### src/rtl/reg_arb_pkg.sv
// Shared definitions for the register-file write-port arbiter.
package reg_arb_pkg;

    localparam int REG_AW = 5;
    localparam int NREG   = 1 << REG_AW;

    typedef enum logic {
        ST_INIT = 1'b0,
        ST_RUN  = 1'b1
    } state_t;

endpackage

### src/rtl/rr_picker.sv
// Combinational round-robin picker: first set request after index `last`, wrapping.
module rr_picker #(
    parameter int NREQ = 3,
    parameter int IW   = $clog2(NREQ)
) (
    input  logic [NREQ-1:0] req,
    input  logic [IW-1:0]   last,
    output logic [NREQ-1:0] grant,
    output logic [IW-1:0]   grant_idx
);

    logic found;

    always_comb begin
        grant     = '0;
        grant_idx = '0;
        found     = 1'b0;
        for (int k = 1; k <= NREQ; k++) begin
            if (!found && req[(int'(last) + k) % NREQ]) begin
                found                             = 1'b1;
                grant[(int'(last) + k) % NREQ]    = 1'b1;
                grant_idx                         = IW'((int'(last) + k) % NREQ);
            end
        end
    end

endmodule

### src/rtl/reg_write_arbiter.sv
// Register-file write-port controller: post-reset clear of x1..xN, then
// round-robin sharing of the single write port among NREQ requesters.
module reg_write_arbiter
    import reg_arb_pkg::*;
#(
    parameter int              NREQ     = 3,
    parameter int              AW       = REG_AW,
    parameter int              DW       = 32,
    parameter bit              INIT_EN  = 1'b1,
    parameter logic [DW-1:0]   INIT_VAL = '0
) (
    input  logic                 clk,
    input  logic                 rst,
    input  logic [NREQ-1:0]      req_valid,
    input  logic [NREQ*AW-1:0]   req_addr,
    input  logic [NREQ*DW-1:0]   req_data,
    output logic [NREQ-1:0]      req_ready,
    output logic                 w_en,
    output logic [AW-1:0]        w_addr,
    output logic [DW-1:0]        w_data,
    output logic                 init_done
);

    localparam int IW = $clog2(NREQ);

    state_t          state, state_d;
    logic [AW-1:0]   cnt, cnt_d;
    logic [IW-1:0]   last, last_d;
    logic [NREQ-1:0] grant;
    logic [IW-1:0]   grant_idx;
    logic [AW-1:0]   sel_addr;
    logic [DW-1:0]   sel_data;
    logic            xfer;
    logic            w_en_d;
    logic [AW-1:0]   w_addr_d;
    logic [DW-1:0]   w_data_d;
    logic            init_done_d;

    rr_picker #(
        .NREQ (NREQ),
        .IW   (IW)
    ) u_picker (
        .req       (req_valid),
        .last      (last),
        .grant     (grant),
        .grant_idx (grant_idx)
    );

    // Grants are withheld during the clear and while reset is asserted.
    assign req_ready = (state == ST_RUN && !rst) ? grant : '0;
    assign xfer      = |req_ready;
    assign sel_addr  = req_addr[int'(grant_idx)*AW +: AW];
    assign sel_data  = req_data[int'(grant_idx)*DW +: DW];

    always_comb begin
        state_d     = state;
        cnt_d       = cnt;
        last_d      = last;
        w_en_d      = 1'b0;
        w_addr_d    = w_addr;
        w_data_d    = w_data;
        init_done_d = init_done;
        case (state)
            ST_INIT: begin
                w_en_d   = 1'b1;
                w_addr_d = cnt;
                w_data_d = INIT_VAL;
                cnt_d    = cnt + AW'(1);
                if (cnt == {AW{1'b1}}) begin
                    state_d     = ST_RUN;
                    init_done_d = 1'b1;
                end
            end
            ST_RUN: begin
                if (xfer) begin
                    last_d = grant_idx;
                    // x0 is hardwired zero: accept the request but never write it.
                    if (sel_addr != '0) begin
                        w_en_d   = 1'b1;
                        w_addr_d = sel_addr;
                        w_data_d = sel_data;
                    end
                end
            end
            default: state_d = INIT_EN ? ST_INIT : ST_RUN;
        endcase
    end

    always_ff @(posedge clk) begin
        if (rst) begin
            state     <= INIT_EN ? ST_INIT : ST_RUN;
            cnt       <= AW'(1);
            last      <= IW'(NREQ - 1);
            w_en      <= 1'b0;
            w_addr    <= '0;
            w_data    <= '0;
            init_done <= !INIT_EN;
        end else begin
            state     <= state_d;
            cnt       <= cnt_d;
            last      <= last_d;
            w_en      <= w_en_d;
            w_addr    <= w_addr_d;
            w_data    <= w_data_d;
            init_done <= init_done_d;
        end
    end

endmodule

### config.mk
export PLATFORM = sky130hd
export DESIGN_NAME = reg_write_arbiter
export DESIGN_NICKNAME = d
export VERILOG_FILES = /design/src/rtl/reg_arb_pkg.sv /design/src/rtl/rr_picker.sv /design/src/rtl/reg_write_arbiter.sv
export SDC_FILE = /design/constraint.sdc
export NUM_CORES = 1
export LEC_CHECK = 0
export ABC_CLOCK_PERIOD_IN_PS = 4010
export BUFFER_PORTS_ARGS = -buffer_cell sky130_fd_sc_hd__buf_4
export CORE_ASPECT_RATIO = 0.9
export CORE_MARGIN = 4
export CORE_UTILIZATION = 48
export CTS_BUF_LIST = sky130_fd_sc_hd__clkbuf_4 sky130_fd_sc_hd__clkbuf_8
export DETAILED_ROUTE_END_ITERATION = 8
export GPL_ROUTABILITY_DRIVEN = 0
export PLACE_DENSITY = 0.82
export SLEW_MARGIN = 5
export SYNTH_ARGS = -nofsm -noshare
export SYNTH_HDL_FRONTEND = slang
export SYNTH_SLANG_ARGS = --single-unit
### constraint.sdc
create_clock -name clk -period 4.01 [get_ports clk]
set_input_delay 1.0025 -clock clk [delete_from_list [all_inputs] [get_ports clk]]
set_output_delay 1.0025 -clock clk [all_outputs]
set_load 0.02 [all_outputs]
Word-level counts from Yosys, hierarchy flattened:

Index checks and enable logic that the tools add are counted.

* register bits after elaboration: 47
* logic and storage cells: 78
* input bits: 116
* output and inout port bits: 42

* equality and inequality tests: 3
* shift-type cells: 2
* div/mod/pow operators: 3
* reductions and logical operators: 14
* mux-type cells: 35
* magnitude comparators: 6
* bitwise gates (word level): 3
* add/subtract/negate cells: 4
* $mul: 1

Operators by type and width (number)
* $ge 32x1->1 const B: 3
* $lt 32x4->1 const B: 3
* $mod 32x3->32 const B: 3
* $shiftx 96x8->32: 1
* $mux 32: 2
* $pmux 32 s2: 1
* $mux 1: 15
* $shiftx 15x6->5: 1
* $mux 3: 4
* $mux 5: 2
* $pmux 5 s2: 1
* $add 2x2->3 const B: 2
* $bmux 1 s2: 3
* $demux 1 s2: 3
* $logic_and 1x1->1: 6
* $mux 2: 3
* $or 3x3->3: 2
* $reduce_and 2->1: 3
* $add 5x1->5 const B: 1
* $eq 5x5->1 const B: 1
* $mul 2x3->5 const B: 1
* $reduce_bool 5->1: 1
* $ne 2x1->1 const B: 2
* $add 2x1->3 const B: 1
* other kinds (4): 6

Depth between registers and ports, before layout:

Gate-level depths: netlist (run 1).

* depth in word-level cells: 18
* mapped depth: 14
* mapped depth without buffers: 10

Hierarchy:

Synthesis (run 1) repeated with hierarchy kept, for this count alone.

* cell total of the unflattened synthesis: 337
* area, all modules: 2911.5 um^2

Modules (own cells, without submodules)
* reg_write_arbiter: cells each 302, area each 2652.5 um^2, sequential area each 940.9 um^2, instances 1
* rr_picker: cells each 35, area each 259.0 um^2, sequential area each 0.0 um^2, instances 1

Worst setup path after synthesis (run 1):

No wires, ideal clock.

* path type: input -> register
* start: input req_valid[2]
* end: register w_data[28]
* arrival: 3.115 ns
* path buffers: 3
* setup slack: 0.823 ns
* data required time: 3.938 ns
* library setup time: 0.072 ns
* cell stages on the path: 11
* path through: buf_2 -> and3b_1 -> o21bai_1 -> a221o_1 -> nand2_4 -> o221ai_2 -> nor4_4 -> a21o_1 -> buf_6 -> buf_12 -> mux2i_1

* longest elaborated chain between the ends: 15
* elaborated cells on any way between the ends: 35
* those cells by class: mul: 1; eq/ne: 2; shift: 2; mux: 21; bitwise: 2; reduce/logical: 7

RTL lines
* start: declaration: RTL line reg_write_arbiter.sv:14 `input logic [NREQ-1:0] req_valid,`
* $bmux 1 s2: RTL line rr_picker.sv:19 `if (!found && req[(int'(last) + k) % NREQ]) begin`
* $mux 1 (implied by the code) (2 in a row): RTL line rr_picker.sv:19
* $mux 1: RTL line rr_picker.sv:19
* $logic_not 1->1: RTL line rr_picker.sv:19
* $logic_and 1x1->1: RTL line rr_picker.sv:19
* $mux 1: RTL line rr_picker.sv:19
* $logic_not 1->1: RTL line rr_picker.sv:19
* $logic_and 1x1->1: RTL line rr_picker.sv:19
* $mux 2: RTL line rr_picker.sv:19
* $mul 2x3->5: RTL line reg_write_arbiter.sv:52 `assign sel_addr = req_addr[int'(grant_idx)*AW +: AW];`
* $shiftx 15x6->5: RTL line reg_write_arbiter.sv:52
* $reduce_bool 5->1: RTL line reg_write_arbiter.sv:78 `if (sel_addr != '0) begin`
* $ne 2x1->1 (no source line)
* $reduce_and 2->1 (no source line)
* end signal: assignment: RTL line reg_write_arbiter.sv:104 `w_data <= w_data_d;`
* end: declaration: RTL line reg_write_arbiter.sv:20 `output logic [DW-1:0] w_data,`

Several ways; a longest one is shown, not always the timed one. The select of a mux whose other input is x is not followed.
A chain may end at the register's enable or synchronous reset.

Worst setup path after layout (run 1):

* start: register last[0]
* end: register w_data[21]

* longest elaborated chain between the ends: 17
* elaborated cells on any way between the ends: 56
* those cells by class: add/sub: 3; mul: 1; div: 3; order compare: 6; eq/ne: 2; shift: 2; mux: 27; bitwise: 2; reduce/logical: 10

RTL lines
* start: declaration: RTL line reg_write_arbiter.sv:28 `logic [IW-1:0] last, last_d;`
* start signal: assignment: RTL line reg_write_arbiter.sv:93 `last <= IW'(NREQ - 1);`
* start signal: assignment: RTL line reg_write_arbiter.sv:101 `last <= last_d;`
* $add 2x1->3: RTL line rr_picker.sv:19, rr_picker.sv:21, rr_picker.sv:22
* $mod 32x3->32: RTL line rr_picker.sv:19, rr_picker.sv:21, rr_picker.sv:22
* $bmux 1 s2: RTL line rr_picker.sv:19
* $mux 1 (implied by the code) (2 in a row): RTL line rr_picker.sv:19
* $mux 1: RTL line rr_picker.sv:19
* $logic_not 1->1: RTL line rr_picker.sv:19
* $logic_and 1x1->1: RTL line rr_picker.sv:19
* $mux 1: RTL line rr_picker.sv:19
* $logic_not 1->1: RTL line rr_picker.sv:19
* $logic_and 1x1->1: RTL line rr_picker.sv:19
* $mux 2: RTL line rr_picker.sv:19
* $mul 2x3->5: RTL line reg_write_arbiter.sv:52
* $shiftx 15x6->5: RTL line reg_write_arbiter.sv:52
* $reduce_bool 5->1: RTL line reg_write_arbiter.sv:78
* $ne 2x1->1 (no source line)
* $reduce_and 2->1 (no source line)

Several ways; a longest one is shown, not always the timed one. The select of a mux whose other input is x is not followed.

==> impl_metrics.json, run 1 <==
{
  "start_util": 0.5076,
  "arrival_ns": 3.94,
  "via_per_inst": 5.424,
  "drive_gt1_frac": 0.3642,
  "synthMuxAreaShare": 0.2251,
  "critPathSlowestCell": "o31ai_4",
  "r2r_slack_ns": 0.30,
  "clock_skew_ns": 0.009547,
  "cts_buffer_depth": 2,
  "irDropWorstVdd_v": 0.0002273,
  "cp_cell_sequence": "inv_1, ha_1, mux2i_1, o21ai_2, o31ai_4, or2_1, o221ai_2, nor4_4, a21o_2, buf_4, mux2i_1",
  "crit_fanout": 13,
  "grt_overflow": 0,
  "finalSetupTns_ns": 0,
  "min_delay_path_depth": 2,
  "post_cts_resize_count": 0,
  "synth_top_family_by_area": "multiplexers",
  "vias": 3227,
  "netlist_area_um2": 3207,
  "synth_area_leaders": "dfxtp_1, mux2i_1, nand3b_1, a21oi_1, nor2_1",
  "start_kind": "register",
  "holdBufCountCts": 0,
  "h-tree-depth": 2,
  "worst_slack_ns": 0.3010,
  "post_cts_buffers": 0,
  "r2r_start": "last[0]",
  "core_um2": 6317,
  "synthTopCellsByCount": "mux2i_1, nor2_1, dfxtp_1",
  "ys.flop_type": "dfxtp_1",
  "syn2layout_area_growth_pct": 40.50,
  "end_kind": "register",
  "reg2reg_depth": 11,
  "synth_seq_cells": 47,
  "drt-total-wl_mm": 9.729,
  "endpoint": "w_data[21]",
  "clock_sinks": 47,
  "slew_headroom": 0.5203,
  "pin_count": 158,
  "grt_start_max_net_pins": 49,
  "synthArstFlopShare": 0,
  "fin_crit_sh": 0.9249,
  "yosysMostFrequentCell": "mux2i_1",
  "min_period_ns": 3.709,
  "synth_simple_gate_area_frac": 0.2099,
  "path_delay_family": "compound AO/OA/AOI/OAI gates",
  "hp-class": "reg -> reg",
  "place_hpwl_mm": 7.656,
  "drtAntennaViolNets": 0,
  "synth-adder-area-share": 0.02341,
  "setup_viol": 0,
  "synth_top_cell_by_area": "dfxtp_1",
  "grt_pass1_wl_mm": 14.38,
  "die_area_um2": 8054,
  "place_ws_ns": 0.1823,
  "crit_path_frequent_cell": "mux2i_1",
  "p_leak_nw": 2.300,
  "tightest_slew_ns": 0.7195,
  "max_freq_mhz": 269.6,
  "synth_warnings": 0,
  "syn_inst": 366,
  "syn_area_per_cell_um2": 8.762,
  "avgRoutedWirePerCell_um": 16.35,
  "final_hold_viol_count": 0,
  "synth-compound-area-share": 0.1752,
  "path_buf_inv": 2,
  "startpoint": "last[0]",
  "first_pass_iters": 5,
  "synth-edff-count": 0,
  "drcViolationCount": 0,
  "port_buffers": 157,
  "status": "finished clean",
  "rows": 27,
  "grt_pass1_vias": 2895,
  "synth_xor_area_frac": 0.005462,
  "path_clk_slew_ns": 0.09,
  "tritoncts": "yes",
  "die_x_um": 94.16,
  "synth-seq-area-share": 0.2934,
  "clock_latency_ns": 0.30,
  "die_y_um": 85.54,
  "fin_nets": 629,
  "n_antenna_cell": 0,
  "track_usage": 0.2219,
  "netlist.area_leader.share": 0.2934,
  "cts_made_buffers": 5,
  "drtIter0Drc": 113,
  "antenna_found_initial": 0,
  "critical_path_class": "reg -> reg",
  "syn_nets": 488,
  "max-cap-violations": 0,
  "cp_slowest_stage_delay_ns": 0.47,
  "timing.rr.end": "w_data[21]",
  "drv_slew": 0,
  "cp.depth": 11,
  "clock-root-buffer": "clkbuf_8",
  "power_density_nw_per_um2": 243.6,
  "rsz0062_at_grt": "no",
  "synth.distinct_cells": 51,
  "critPathRequiredTime_ns": 4.24
}
## area by class of cell
type                    instances  area [µm²]
inverters                       9       33.78
multi-input cells             281        2058
repair buffers                163        1249
clock buffers                   5       68.82
well taps                      87       108.9
fillers                       497        1812
clock inverters                 3       46.29
flip-flops and latches         47       940.9
## cell usage in the layout, fill, tap and decap left out, types with 2 or more instances in the layout
| master | instances |
|---|---|
| nand2b_1 | 2 |
| nor3_1 | 2 |
| nand2_1 | 5 |
| dfxtp_1 | 47 |
| o21ai_1 | 3 |
| o21ai_0 | 8 |
| ha_1 | 6 |
| nand3_1 | 6 |
| o21a_1 | 4 |
| buf_12 | 2 |
| clkbuf_8 | 5 |
| a21oi_1 | 40 |
| a211oi_1 | 2 |
| nor2_1 | 47 |
| nand3b_1 | 34 |
| o211ai_1 | 3 |
| nor2b_1 | 7 |
| o221ai_2 | 3 |
| inv_1 | 9 |
| a311oi_1 | 2 |
| mux2i_1 | 71 |
| and2_1 | 4 |
| o21bai_1 | 3 |
| buf_4 | 161 |
| o221ai_1 | 5 |
## routing by layer
| metal | part of all wire | vias up | GRT usage |
|---|---|---|---|
| met2 | 0.50 | 116 | 0.3918 |
| met1 | 0.40 | 1494 | 0.2697 |
| met4 | 0.022 | 0 | 0.06299 |
| met3 | 0.071 | 14 | 0.04912 |
| met5 | 0 | - | 0 |
| li1 | - | 1603 | - |
## tightest hold or removal path, cell delays in order, from the launching register on
cell and delay [ns]:
dfxtp_1 0.34, a21oi_1 0.04, nor2_1 0.07
## where the power goes
group          leakage (nW)  switching [W]  internal (W)
Clock                0.0548       0.000164      0.000188
Combinational          1.87       0.000121      0.000145
Sequential            0.380     0.00000649      0.000474
## metrics by stage
step / area [µm²] / total power, W / utilization / hold WS (ns) / std cells
global placement: 4390 / 0.0007500 / 0.6950 / 0.4556 / 587
CTS: 4506 / 0.001105 / 0.7132 / 0.4846 / 595
global route: 4506 / 0.001148 / 0.7132 / 0.5217 / 595
finish: 4506 / 0.001098 / 0.7132 / 0.4766 / 595
floorplan: 3207 / 0.0006331 / - / 0.4801 / 366
detailed placement: 4390 / 0.0007541 / 0.6950 / 0.4639 / 587
## how the worst min path moves through the flow
stage,from,to
3_3_place_gp,init_done,init_done
6_report,init_done,init_done
5_1_grt,w_data[10],w_data[10]
2_1_floorplan,cnt[0],cnt[0]
4_1_cts,init_done,init_done
3_5_place_dp,init_done,init_done
## state kept, by name, summed over array words and instances, names as in the netlist
register   cells
w_data        32
cnt            5
w_addr         5
last           2
init_done      1
state          1
w_en           1
## kinds of logic after synthesis
| kind of cell | after synthesis |
|---|---|
| buf+inv | 38 |
| fa+ha+maj | 6 |
| compound gates | 83 |
| simple gates | 118 |
| flops | 47 |
| xor+xnor | 2 |
| mux | 72 |
(Power assumes the default switching activity.)
==> run 2: changes to the inputs <==
--- a/config.mk
+++ b/config.mk
@@ -7,13 +7,15 @@
 export LEC_CHECK = 0
 export ABC_CLOCK_PERIOD_IN_PS = 4010
 export BUFFER_PORTS_ARGS = -buffer_cell sky130_fd_sc_hd__buf_4
+export CELL_PAD_IN_SITES_DETAIL_PLACEMENT = 1
+export CELL_PAD_IN_SITES_GLOBAL_PLACEMENT = 2
 export CORE_ASPECT_RATIO = 0.9
 export CORE_MARGIN = 4
-export CORE_UTILIZATION = 48
+export CORE_UTILIZATION = 26
 export CTS_BUF_LIST = sky130_fd_sc_hd__clkbuf_4 sky130_fd_sc_hd__clkbuf_8
 export DETAILED_ROUTE_END_ITERATION = 8
 export GPL_ROUTABILITY_DRIVEN = 0
-export PLACE_DENSITY = 0.82
+export PLACE_DENSITY = 0.81
 export SLEW_MARGIN = 5
 export SYNTH_ARGS = -nofsm -noshare
 export SYNTH_HDL_FRONTEND = slang
==> run 2 against run 1 <==
Via count shrank 1.8%. Register-to-register slack improved by 0.06 ns. Clock skew fell by 0.0054 ns. Core utilization is 34 points lower. First-iteration DRC count is 44% higher. Setup slack better by 0.059 ns. Sequential share of layout area fell by 0.24 points. Power shrank 5.4%. Combinational power about the same. Sequential power about the same. Worst hold slack better by 0.016 ns.
==> impl_metrics.json, run 2 (synthesis results as in run 1) <==
{
  "status": "finished clean",
  "drive_gt1_frac": 0.3642,
  "power_density_nw_per_um2": 227.8,
  "syn2layout_area_growth_pct": 42.14,
  "path_clk_slew_ns": 0.09,
  "avgRoutedWirePerCell_um": 16.03,
  "core_um2": 12080,
  "timing.rr.end": "w_data[12]",
  "final_core_util": 0.3774,
  "tritoncts": "yes",
  "fin_cells": 668,
  "hp-class": "reg -> reg",
  "track_usage": 0.1411,
  "drtIter0Drc": 163,
  "die_area_um2": 14180,
  "arrival_ns": 3.87,
  "mostFrequentLayoutCell": "buf_4",
  "finalSetupTns_ns": 0,
  "pin_count": 158,
  "top_regs": "w_data x32, cnt x5, w_addr x5",
  "holdPathEnd": "w_data[24]",
  "tightest_slew_ns": 0.5826,
  "critPathSlowestCell": "o31ai_4",
  "largest_reg_flops": 32,
  "final_cell_mix": "buf_4, mux2i_1, nor2_1, dfxtp_1, a21oi_1",
  "irDropWorstVdd_v": 0.0001133,
  "min_delay_path_depth": 2,
  "clock_sinks": 47,
  "rsz0062_at_grt": "no",
  "die_y_um": 113.4,
  "cp_slowest_stage_delay_ns": 0.48,
  "vias": 3169,
  "end_kind": "register",
  "clock_latency_ns": 0.29,
  "port_buffers": 157,
  "via_per_inst": 4.744,
  "grt_pass1_wl_mm": 16.64,
  "cp_cell_sequence": "inv_1, ha_1, mux2i_1, o21ai_2, o31ai_4, or2_1, o221ai_2, nor4_4, a21o_2, buf_12, mux2i_1",
  "drtAntennaViolNets": 0,
  "fin_crit_sh": 0.9103,
  "worst_slack_ns": 0.3598,
  "drcViolationCount": 0,
  "place_hpwl_mm": 8.326,
  "h-tree-depth": 2,
  "max-cap-violations": 0,
  "crit_fanout": 33,
  "seq_area_um2": 940.9,
  "clock-root-buffer": "clkbuf_8",
  "dpl.cell_count": 660,
  "whs_ns": 0.4923,
  "clock_skew_ns": 0.004158,
  "final_hold_viol_count": 0,
  "cts_buffer_depth": 2,
  "cts_made_buffers": 5,
  "post_cts_resize_count": 0,
  "multi_input_area_um2": 2058,
  "post_cts_buffers": 0,
  "min_period_ns": 3.650,
  "top_register": "w_data",
  "antenna_found_initial": 0,
  "reg2reg_depth": 11,
  "start_util": 0.2655,
  "rows": 38,
  "r2r_start": "last[0]",
  "p_leak_nw": 2.292,
  "critPathRequiredTime_ns": 4.23,
  "n_antenna_cell": 0,
  "slew_headroom": 0.6075,
  "start_kind": "register",
  "critical_path_class": "reg -> reg",
  "fill_cells": 1471,
  "max_freq_mhz": 274.0,
  "crit_path_frequent_cell": "mux2i_1",
  "die_x_um": 125.1,
  "drt-total-wl_mm": 10.71,
  "grt_overflow": 0,
  "place_ws_ns": 0.2001,
  "fin_nets": 629,
  "grt_start_max_net_pins": 65,
  "drv_slew": 0,
  "first_pass_iters": 4,
  "worstHoldStart": "w_data[24]",
  "grt_pass1_vias": 3254,
  "r2r_slack_ns": 0.36,
  "holdBufCountCts": 0,
  "setup_viol": 0
}
## run 2: worst max-delay path by stage
| stage | startpoint | to |
|---|---|---|
| 2_1_floorplan | req_valid[2] | w_data[28] |
| 3_3_place_gp | req_valid[1] | w_data[31] |
| 3_5_place_dp | req_valid[1] | w_data[12] |
| 4_1_cts | last[0] | w_data[12] |
| 5_1_grt | last[0] | w_data[12] |
| 6_report | last[0] | w_data[12] |
## run 2: stage by stage
stage          power (W)  cell area [µm²]
3_5_place_dp   0.0007601             4469
5_1_grt         0.001095             4558
3_3_place_gp   0.0007548             4469
2_1_floorplan  0.0006331             3207
6_report        0.001038             4558
4_1_cts         0.001053             4558
## run 2: layer usage
metal	routed length (µm)	vias up	global-route usage
met5	0	-	0
met4	99	0	0.02818
met3	439	6	0.02360
met2	5566	66	0.2537
met1	4605	1495	0.1788
li1	-	1602	-
## run 2: report_power, final
part / switching, W / total (W) / internal, W
clock: 0.000157 / 0.000293 / 0.000136
combinational: 0.000120 / 0.000265 / 0.000144
sequential: 0.00000673 / 0.000480 / 0.000474
total: 0.000284 / 0.00104 / 0.000754
## run 2: worst max-delay path, delay by kind of cell (launching register included)
family / cells / cell delay (ns)
muxes: 2 / 0.66
AOI/OAI and AO/OA: 4 / 1.03
adders and majority gates: 1 / 0.45
buffers and inverters: 2 / 0.33
and+or+nand+nor: 2 / 0.74
DFF: 1 / 0.35
## run 2: cell type report
cell class	instances	area share
Clock buffer	7	0.01839
Multi-Input combinational cell	281	0.4516
Sequential cell	47	0.2064
Timing Repair Buffer	163	0.2712
Tap cell	160	0.04392
Clock inverter	1	0.001098
Inverter	9	0.007411
==> run 3: changes to the inputs <==
--- a/config.mk
+++ b/config.mk
@@ -6,16 +6,17 @@
 export NUM_CORES = 1
 export LEC_CHECK = 0
 export ABC_CLOCK_PERIOD_IN_PS = 4010
-export BUFFER_PORTS_ARGS = -buffer_cell sky130_fd_sc_hd__buf_4
 export CELL_PAD_IN_SITES_DETAIL_PLACEMENT = 1
 export CELL_PAD_IN_SITES_GLOBAL_PLACEMENT = 2
 export CORE_ASPECT_RATIO = 0.9
 export CORE_MARGIN = 4
-export CORE_UTILIZATION = 26
+export CORE_UTILIZATION = 36
 export CTS_BUF_LIST = sky130_fd_sc_hd__clkbuf_4 sky130_fd_sc_hd__clkbuf_8
 export DETAILED_ROUTE_END_ITERATION = 8
+export DONT_BUFFER_PORTS = 1
 export GPL_ROUTABILITY_DRIVEN = 0
-export PLACE_DENSITY = 0.81
+export PLACE_DENSITY = 0.8
+export SKIP_CTS_REPAIR_TIMING = 1
 export SLEW_MARGIN = 5
 export SYNTH_ARGS = -nofsm -noshare
 export SYNTH_HDL_FRONTEND = slang
==> run 3 against run 2 <==
Die area down 26%. Clock power up 5%. Sequential cell count unchanged. First-iteration DRC count down 50%. Power down 8.1%. Count of clock-buffer cells in the layout down 1.
==> impl_metrics.json, run 3 (synthesis results as in run 1) <==
{
  "status": "finished clean",
  "r2r_slack_ns": 0.41,
  "grt_pass1_wl_mm": 14.06,
  "first_pass_iters": 4,
  "multi_input_area_um2": 2058,
  "path_clk_slew_ns": 0.09,
  "critical_path_class": "reg -> out",
  "placed_cell_area_um2": 3233,
  "crit_fanout": 13,
  "final_cell_mix": "mux2i_1, nor2_1, dfxtp_1",
  "drtAntennaViolNets": 0,
  "grt_start_max_net_pins": 65,
  "top_regs": "w_data x32, cnt x5, w_addr x5",
  "h-tree-depth": 2,
  "avgRoutedWirePerCell_um": 19.20,
  "critPathSlowestCell": "ha_1",
  "die_area_um2": 10480,
  "tightest_slew_ns": 0.7495,
  "seq_area_um2": 942.2,
  "start_util": 0.3725,
  "die_y_um": 97.54,
  "cts_made_buffers": 5,
  "clock_sinks": 47,
  "place_hpwl_mm": 6.780,
  "pin_count": 158,
  "rsz0062_at_grt": "no",
  "largest_reg_flops": 32,
  "hp-class": "reg -> reg",
  "power_density_nw_per_um2": 286.4,
  "cp_cell_sequence": "inv_1, ha_1, mux2i_1, o21a_1, nand3_1, a21boi_0, and2_1",
  "syn2layout_area_growth_pct": 3.902,
  "drv_slew": 0,
  "vias": 2658,
  "final_hold_viol_count": 0,
  "track_usage": 0.1632,
  "via_per_inst": 5.667,
  "clock-root-buffer": "clkbuf_8",
  "min_delay_path_depth": 2,
  "grt_pass1_vias": 2749,
  "clock_latency_ns": 0.30,
  "irDropWorstVdd_v": 0.0001430,
  "fin_crit_sh": 0.9142,
  "core_um2": 8608,
  "start_kind": "register",
  "post-route-cell-area_um2": 3332,
  "end_kind": "output pin",
  "rows": 32,
  "clock_skew_ns": 0.009469,
  "p_leak_nw": 1.505,
  "critPathRequiredTime_ns": 3.01,
  "slew_headroom": 0.5003,
  "drcViolationCount": 0,
  "drt-total-wl_mm": 9.005,
  "antenna_found_initial": 0,
  "max_freq_mhz": 272.8,
  "cp_slowest_stage_delay_ns": 0.47,
  "reg2reg_depth": 11,
  "max-cap-violations": 0,
  "tritoncts": "yes",
  "die_x_um": 107.5,
  "mostFrequentLayoutCell": "mux2i_1",
  "setup_viol": 0,
  "min_period_ns": 3.666,
  "drive_gt1_frac": 0.08000,
  "drtIter0Drc": 82,
  "port_buffers": 0,
  "fin_nets": 471,
  "finalSetupTns_ns": 0,
  "cts_buffer_depth": 2,
  "top_register": "w_data",
  "arrival_ns": 2.66,
  "n_antenna_cell": 0,
  "fill_cells": 1020,
  "grt_overflow": 0
}
[run 3: layout make-up]
| type | instances | share of cell area |
|---|---|---|
| clock buffer | 6 | 0.02478 |
| clock inverter | 2 | 0.004882 |
| multi-input combinational | 281 | 0.6177 |
| timing repair buffer | 5 | 0.01502 |
| sequential | 47 | 0.2828 |
| tap | 119 | 0.04469 |
| inverter | 9 | 0.01014 |
[run 3: layer usage]
layer  track usage  vias to the layer above  part of all wire
li1              -                     1283                 -
met1        0.1998                     1268              0.43
met2        0.2744                      103              0.47
met3       0.06379                        4             0.097
met4       0.02621                        0            0.0034
met5             0                        -                 0
[run 3: worst paths after layout]
check,startpoint,to
max,last[0],req_ready[1]
min,cnt[0],cnt[0]
max reg2reg,last[0],w_data[28]
min reg2reg,cnt[0],cnt[0]
[run 3: worst max-delay path: cells and delay by family (launching register included)]
kind | cells | cell delay, ns
AO/OA/AOI/OAI | 2 | 0.61
adder cells (fa/ha/maj) | 1 | 0.47
buffers and inverters | 1 | 0.09
flip-flops | 1 | 0.35
multiplexers | 1 | 0.38
AND/OR/NAND/NOR | 2 | 0.47
[run 3: where the power goes]
part	switching (W)	leakage, nW	internal (W)
clock network	0.000168	0.0474	0.000141
registers	0.0000110	0.381	0.000474
logic	0.0000899	1.08	0.0000704
total	0.000269	1.51	0.000685
[run 3: metrics by stage]
stage,total power (W),util,hold slack [ns],setup slack (ns),std cells
2_1_floorplan,0.0006331,-,0.4801,0.8229,366
3_3_place_gp,0.0006533,0.3756,0.4980,0.5461,461
3_5_place_dp,0.0006575,0.3756,0.5148,0.3961,461
4_1_cts,0.0009711,0.3871,0.5286,0.3443,469
5_1_grt,0.001010,0.3871,0.5621,0.1255,469
6_report,0.0009544,0.3871,0.5208,0.3442,469
